File: config.mk
export PLATFORM = sky130hd
export DESIGN_NAME = imem_loader
export DESIGN_NICKNAME = d
export VERILOG_FILES = /design/src/rtl/loader_pkg.sv /design/src/rtl/byte_packer.sv /design/src/rtl/imem_loader.sv
export SDC_FILE = /design/constraint.sdc
export NUM_CORES = 1
export LEC_CHECK = 0
export BUFFER_PORTS_ARGS = -buffer_cell sky130_fd_sc_hd__buf_4
export CAP_MARGIN = 25
export CORE_ASPECT_RATIO = 0.75
export CORE_MARGIN = 3
export CORE_UTILIZATION = 25
export CTS_CLUSTER_SIZE = 8
export DETAILED_ROUTE_END_ITERATION = 10
export PLACE_DENSITY = 0.46
export SYNTH_ARGS = -nofsm -noshare
export SYNTH_HDL_FRONTEND = slang
export SYNTH_SLANG_ARGS = --single-unit
File: constraint.sdc
create_clock -name clk -period 3.5 [get_ports clk]
set_input_delay 0.175 -clock clk [delete_from_list [all_inputs] [get_ports clk]]
set_output_delay 0.175 -clock clk [all_outputs]
set_load 0.01 [all_outputs]
File: src/rtl/loader_pkg.sv
// Shared types and constants for the boot-time instruction memory loader.
package loader_pkg;

    typedef enum logic [2:0] {
        LEN0,
        LEN1,
        DATA,
        CSUM,
        RUN,
        FAIL
    } state_t;

    localparam int LEN_BYTES  = 2;
    localparam int WORD_BYTES = 4;

endpackage

File: src/rtl/byte_packer.sv
// Packs accepted stream bytes into 32-bit little-endian words and flags each
// completed word with a one-cycle word_valid alongside the registered word.
module byte_packer
    import loader_pkg::*;
(
    input  logic        clk,
    input  logic        rstn,
    input  logic        byte_valid,
    input  logic [7:0]  byte_data,
    output logic [1:0]  byte_idx,
    output logic        word_valid,
    output logic [31:0] word_data
);

    logic [23:0] low_bytes;
    logic        last_byte;

    assign last_byte = byte_valid && (byte_idx == 2'(WORD_BYTES - 1));

    // Earlier bytes shift down so byte 0 of the word lands in bits [7:0].
    always_ff @(posedge clk) begin
        if (!rstn) begin
            byte_idx   <= '0;
            low_bytes  <= '0;
            word_valid <= 1'b0;
            word_data  <= '0;
        end else begin
            word_valid <= last_byte;
            if (byte_valid) begin
                byte_idx  <= 2'(byte_idx + 2'd1);
                low_bytes <= {byte_data, low_bytes[23:8]};
            end
            if (last_byte) begin
                word_data <= {byte_data, low_bytes};
            end
        end
    end

endmodule

File: src/rtl/imem_loader.sv
// Boot loader: receives a length-prefixed, XOR-checksummed byte stream, writes it
// into instruction memory and holds the core in reset until the image verifies.
module imem_loader
    import loader_pkg::*;
#(
    parameter int ADDR_W = 10
) (
    input  logic              clk,
    input  logic              rstn,
    input  logic              in_valid,
    input  logic [7:0]        in_data,
    output logic              in_ready,
    output logic              imem_we,
    output logic [ADDR_W-1:0] imem_addr,
    output logic [31:0]       imem_wdata,
    output logic              cpu_rstn,
    output logic              load_done,
    output logic              load_error
);

    localparam int DEPTH = 2 ** ADDR_W;
    localparam int LEN_W = 8 * LEN_BYTES;

    state_t            state;
    state_t            state_next;
    logic [LEN_W-1:0]  len;
    logic [7:0]        csum;
    logic [ADDR_W:0]   word_cnt;
    logic              accept;
    logic              data_byte;
    logic [1:0]        byte_idx;
    logic              word_valid;
    logic [31:0]       word_data;

    assign accept    = in_valid && in_ready;
    assign data_byte = accept && (state == DATA);

    byte_packer u_packer (
        .clk        (clk),
        .rstn       (rstn),
        .byte_valid (data_byte),
        .byte_data  (in_data),
        .byte_idx   (byte_idx),
        .word_valid (word_valid),
        .word_data  (word_data)
    );

    assign imem_we    = word_valid;
    assign imem_wdata = word_data;
    assign imem_addr  = word_cnt[ADDR_W-1:0];

    always_comb begin
        state_next = state;
        case (state)
            LEN0: if (accept) state_next = LEN1;
            LEN1: begin
                if (accept) begin
                    if ({1'b0, in_data, len[7:0]} > 17'(DEPTH)) begin
                        state_next = FAIL;
                    end else if ({in_data, len[7:0]} == '0) begin
                        state_next = CSUM;
                    end else begin
                        state_next = DATA;
                    end
                end
            end
            // word_cnt still holds the current word's index when its last byte arrives.
            DATA: begin
                if (data_byte && (byte_idx == 2'(WORD_BYTES - 1)) &&
                    (17'(word_cnt) + 17'd1 == {1'b0, len})) begin
                    state_next = CSUM;
                end
            end
            CSUM: if (accept) state_next = (in_data == csum) ? RUN : FAIL;
            default: state_next = state;
        endcase
    end

    always_ff @(posedge clk) begin
        if (!rstn) begin
            state      <= LEN0;
            len        <= '0;
            csum       <= '0;
            word_cnt   <= '0;
            in_ready   <= 1'b0;
            cpu_rstn   <= 1'b0;
            load_done  <= 1'b0;
            load_error <= 1'b0;
        end else begin
            state <= state_next;
            if (accept && (state == LEN0)) len[7:0] <= in_data;
            if (accept && (state == LEN1)) len[15:8] <= in_data;
            if (data_byte) csum <= csum ^ in_data;
            if (word_valid) word_cnt <= word_cnt + {{ADDR_W{1'b0}}, 1'b1};
            in_ready   <= (state_next == LEN0) || (state_next == LEN1) ||
                          (state_next == DATA) || (state_next == CSUM);
            cpu_rstn   <= (state_next == RUN);
            load_done  <= (state_next == RUN);
            load_error <= (state_next == FAIL);
        end
    end

endmodule

==> results of run 1 <==
final cells by class:
class	instances	area (µm²)
Inverter	6	22.5
Clock buffer	12	267
Clock inverter	3	45.0
Fill cell	1833	11800
Tap cell	236	295
Sequential cell	100	2000
Multi-Input combinational cell	362	2220
Timing Repair Buffer	63	473
per-stage QoR:
stage	area [µm²]	cells
finish	5320	782
global route	5320	782
CTS	5320	782
detailed placement	5010	767
global placement	5010	767
floorplan	4460	512
critical path, delay by kind of cell, from the launching register on:
kind | cells | cell delay [ns]
AND/OR/NAND/NOR | 3 | 1.19
flip-flops | 1 | 0.46
buffers and inverters | 1 | 0.30
AO/OA/AOI/OAI | 1 | 0.16
layer usage:
layer / vias up / wire length [µm] / global-route usage (%)
met5: - / 0 / 0
met4: 0 / 185 / 4.44
met3: 12 / 395 / 3.16
met2: 57 / 4310 / 16.2
met1: 1595 / 6050 / 17.1
li1: 1755 / - / -
cells in the final DEF, fill, tap and decap left out, types with 4 or more instances in the layout:
cell type,count
mux2i_1,15
xor2_1,17
or3_1,4
nor2_1,12
nand3_1,8
dfxtp_1,100
nor3_1,9
o21ai_0,6
buf_4,63
nor2b_1,20
nand2_1,127
a21boi_0,60
a21oi_1,4
nand4_1,6
clkbuf_16,9
and2_1,19
inv_1,6
xnor2_1,21
registers in the layout, indices dropped and copies added, names as in the netlist:
signal and cells:
u_packer.word_data 32, load_error 1, in_ready 1, word_cnt 11
csum 8, u_packer.byte_idx 2, len 16, u_packer.low_bytes 24
load_done 1, u_packer.word_valid 1, state 3
power by group:
group	switching [mW]	leakage, nW	internal [mW]	total [mW]
sequential	0.0136	0.807	1.15	1.16
clock	0.431	0.147	0.609	1.04
combinational	0.0620	0.934	0.0522	0.114
total	0.507	1.89	1.81	2.32
logic make-up (layout without fill, tap and decap cells):
family	Yosys count	count (layout)	share of synthesized area, %
AOI/OAI and AO/OA	86	86	14.5
xor gates and xnor gates	38	38	7.46
adders and majority gates	2	2	0.561
buffers and inverters	50	84	5.61
DFF	100	100	44.9
muxes	15	15	3.36
and+or+nand+nor	221	221	23.7
worst max path at each step:
stage / start / end / cells past startpoint
2_1_floorplan: word_cnt[0] / word_cnt[10] / 7
3_3_place_gp: state[1] / u_packer.word_data[30] / 5
3_5_place_dp: state[1] / u_packer.word_data[29] / 5
4_1_cts: state[1] / u_packer.word_data[30] / 5
5_1_grt: state[1] / u_packer.word_data[23] / 5
6_report: state[1] / u_packer.word_data[29] / 5
==> metrics.cfg, run 1 <==
[status]
status = finished clean

[grt]
antenna_found_initial = 0
grt_pass1_vias = 3378
grt_first_pass_wirelength_um = 18000
overflow = 0
grt_start_max_net_pins = 101
grt_use_total_pct = 11.7

[die]
die_area_um2 = 19500
num_io_pins = 58
die_h_um = 122
die_x_um = 160
core_area_um2 = 17100
row_count = 41
initial_core_util_pct = 26.0

[final_layout]
finish.utilization_pct = 31.1
diodes = 0
drive_gt1_share_pct = 15.8
area_growth_pct = 19.2
nets = 555

[synthesis]
yosys.cell_types.count = 46
yosys.area.top_type = dfxtp_1
ys_seq_area_share_pct = 44.9
yosys-top-cells-count = 127 x nand2_1, 100 x dfxtp_1, 60 x a21boi_0
syn_area_per_cell_um2 = 8.72
yosys_warnings = 0
synth_area_leaders = dfxtp_1 45%, nand2_1 11%, a21boi_0 10%
synth_nets = 525
synth_edf_count = 0
syn_area_um2 = 4460
async_flop_share_pct = 0
ys_seq_elements = 100
synthCells = 512
synth_ff_type = dfxtp_1
synth_most_common_cell = nand2_1
synth_top_cell_area_share_pct = 44.9

[worst_hold_path]
hold_class = in -> reg
hold_start = in_data[0]
min_to = u_packer.word_data[24]
whs_path_depth = 3

[clocking]
worstSkewPairLatency_ns = 0.35
h-tree-depth = 3
cts-resized-gates = 0
clock_sinks = 100
clockBufferDepth = 2
cts_buffers = 9
cts_root_buffer = clkbuf_16
cts_tree = built
clk_pin_slew_ns = 0.07
cts_hold_buffers = 0
cts_setup_buffers = 0

[sta]
tns_ns = 0
rsz0062_at_grt = no
slew_headroom_pct = 43.9
setup_slack_ns = 1.29
fmax_mhz = 453
fin_crit_ns = 2.21
finalCritPeriodShare_pct = 63.0
slew_viol_final = 0
hold_viol_final = 0
hold_slack_ns = 0.143
tightest_slew_ns = 0.842
finalClockSkew_ns = 0.00800
final-setup-viol-count = 0

[route]
drt_iter0_drc = 179
wl_um = 10900
drc = 0
wire_per_inst_um = 14.0
num_vias = 3419
drt-pass1-iter-count = 4
ant_nets = 0
viasPerCell = 4.37

[power]
irDropWorstVdd_mv = 0.209
p_leak_nw = 1.89
power_density_nw_per_um2 = 435
power_mw = 2.32

[setup_path]
regToRegEndpoint = u_packer.word_data[29]
r2r_start = state[1]
crit_fanout = 23
crit_chain = nor3b_2 -> and4_1 -> buf_4 -> nand2_1 -> a21boi_0
critPathCaptureType = flop
cp_slowest_cell = and4_1
regToRegSetupSlack_ns = 1.29
slowest_delay_ns = 0.77
critPathRequiredTime_ns = 3.77
critPathKind = reg -> reg
start_kind = flop
arrival_ns = 2.47
r2r_cells = 5

[placement]
place_ws_ns = 1.24
io_buffers = 57
hpwl_um = 7610
routabilityCongestion = 0.854

[run]
drv_cap = 0

Power figures use the tool's default switching activity.
==> inputs of run 2 (changes only) <==
- ABC_AREA: not set -> 1
- PLACE_DENSITY: 0.46 -> 0.48
- clock period: 3.5 -> 1.9 ns (I/O delays scaled with it)
==> metrics.cfg, run 2 <==
[grt]
grt_use_met2_pct = 18.0
antenna_found_initial = 0
grt_pass1_vias = 3492
grt_use_met1_pct = 18.4
grt_use_total_pct = 12.7
grt_start_max_net_pins = 47
grt_first_pass_wirelength_um = 18400
overflow = 0
busiest_layer = met1
met3_usage_pct = 3.12

[synthesis]
synth_top_cell_area_share_pct = 47.8
ys_seq_elements = 100
synthCells = 564
yosys-top-cells-count = 100 x dfxtp_1, 88 x nand2_1, 74 x o21ai_0
syn_area_per_cell_um2 = 7.43
synth_edf_count = 0
synth_area_leaders = dfxtp_1 48%, o21ai_0 8.8%, nand2_1 7.9%
synth_nets = 577
ys_seq_area_share_pct = 47.8
yosys.cell_types.count = 29
syn_area_um2 = 4190
async_flop_share_pct = 0
yosys.area.top_type = dfxtp_1
synth_most_common_cell = dfxtp_1
synth_ff_type = dfxtp_1
yosys_warnings = 0

[sta]
finalClockSkew_ns = 0.00712
slew_headroom_pct = 72.0
finalCritPeriodShare_pct = 93.9
fin_crit_ns = 1.78
tightest_slew_ns = 0.419
fmax_mhz = 561
hold_viol_final = 0
final-setup-viol-count = 0
slew_viol_final = 0
rsz0062_at_grt = yes

[setup_path]
regToRegSetupSlack_ns = 0.12
regToRegEndpoint = state[0]
critPathKind = reg -> reg
arrival_ns = 2.07
critPathCaptureType = flop
start_kind = flop
crit_fanout = 4
crit_start = word_cnt[0]
r2r_start = word_cnt[0]
critPathRequiredTime_ns = 2.19
r2r_cells = 13

[clocking]
cts_buffers = 9
clock_sinks = 100
cts_root_buffer = clkbuf_16
clockBufferDepth = 2
h-tree-depth = 3
clk_pin_slew_ns = 0.06
worstSkewPairLatency_ns = 0.35
cts_tree = built
cts_setup_buffers = 0
cts-resized-gates = 0
cts_hold_buffers = 0

[route]
num_vias = 3715
wl_um = 11500
ant_nets = 0
drc = 0
drt-pass1-iter-count = 4
wire_per_inst_um = 14.0
viasPerCell = 4.51
drt_iter0_drc = 238

[die]
row_count = 40
die_x_um = 155
num_io_pins = 58
initial_core_util_pct = 25.8
die_area_um2 = 18400
core_area_um2 = 16200
die_h_um = 118

[final_layout]
area_growth_pct = 23.3
largest_reg_flops = 32
nets = 622
instances_no_fill = 824
drive_gt1_share_pct = 18.2
final_common_cell = dfxtp_1
reg_top3 = u_packer.word_data (32), u_packer.low_bytes (24), len (16)
final_cell_mix = 97 x dfxtp_1, 84 x nand2_1, 74 x o21ai_0
top_register = u_packer.word_data
finish.utilization_pct = 31.9
diodes = 0
design_area_um2 = 5170

[worst_hold_path]
hold_class = in -> reg
whs_path_depth = 3
hold_start = in_data[4]
min_to = len[12]

[power]
irDropWorstVdd_mv = 0.332
p_leak_nw = 2.18
power_density_nw_per_um2 = 810

[run]
drv_cap = 0

[placement]
place_area_um2 = 4800
routabilityCongestion = 0.830
hpwl_um = 8430
io_buffers = 57
place_inst = 808

[status]
status = finished clean

## run 2: area by class of cell
class	count	area, µm²
Fill cell	1753	11000
Sequential cell	100	2010
Multi-Input combinational cell	367	1860
Timing Repair Buffer	70	529
Tap cell	210	263
Clock buffer	11	233
Inverter	61	229
Clock inverter	5	52.6
## run 2: how the worst max path moves through the flow
stage / end / cells after the start
4_1_cts: load_error / 12
2_1_floorplan: state[0] / 12
5_1_grt: state[0] / 13
6_report: state[0] / 13
3_5_place_dp: load_error / 12
3_3_place_gp: load_error / 13
## run 2: per-stage QoR
step / power, mW / setup WS (ns) / TNS [ns] / hold slack [ns]
final: 4.19 / 0.117 / 0 / 0.0767
after global routing: 4.38 / -0.0481 / -0.0962 / 0.0755
after CTS: 4.25 / 0.0125 / 0 / 0.0597
after detailed placement: 2.43 / 0.0523 / 0 / 0.432
after global placement: 2.43 / 0.0288 / 0 / 0.426
after floorplan: 2.33 / 0.364 / 0 / 0.237
## run 2: per-layer routing
metal  share of wire [%]  vias to the layer above
met4                 1.8                        0
met3                 4.7                       20
met1                  52                     1692
li1                    -                     1926
met5                   0                        -
met2                  41                       77
## run 2: cells by family after synthesis
kind of cell / share of synthesized area (%)
AND/OR/NAND/NOR: 20.8
AO/OA/AOI/OAI: 18.6
flip-flops: 47.8
buffers and inverters: 9.76
XOR/XNOR: 2.51
adder cells (fa/ha/maj): 0.597
## run 2: report_power, final
| group | switching (mW) | total, mW | internal (mW) |
|---|---|---|---|
| Clock | 0.785 | 1.80 | 1.02 |
| Sequential | 0.0176 | 2.14 | 2.12 |
| Combinational | 0.163 | 0.244 | 0.0808 |
## run 2: worst max-delay path, stage by stage (launching register included)
cell	delay, ns
dfxtp_2	0.35
buf_4	0.13
inv_2	0.06
nand2_1	0.08
nand2_2	0.08
nor2_4	0.12
nand2_1	0.07
nor2_2	0.14
nand3_2	0.11
nor3_4	0.24
nand3_2	0.11
nand2_2	0.10
nand2_2	0.06
nor2_1	0.08
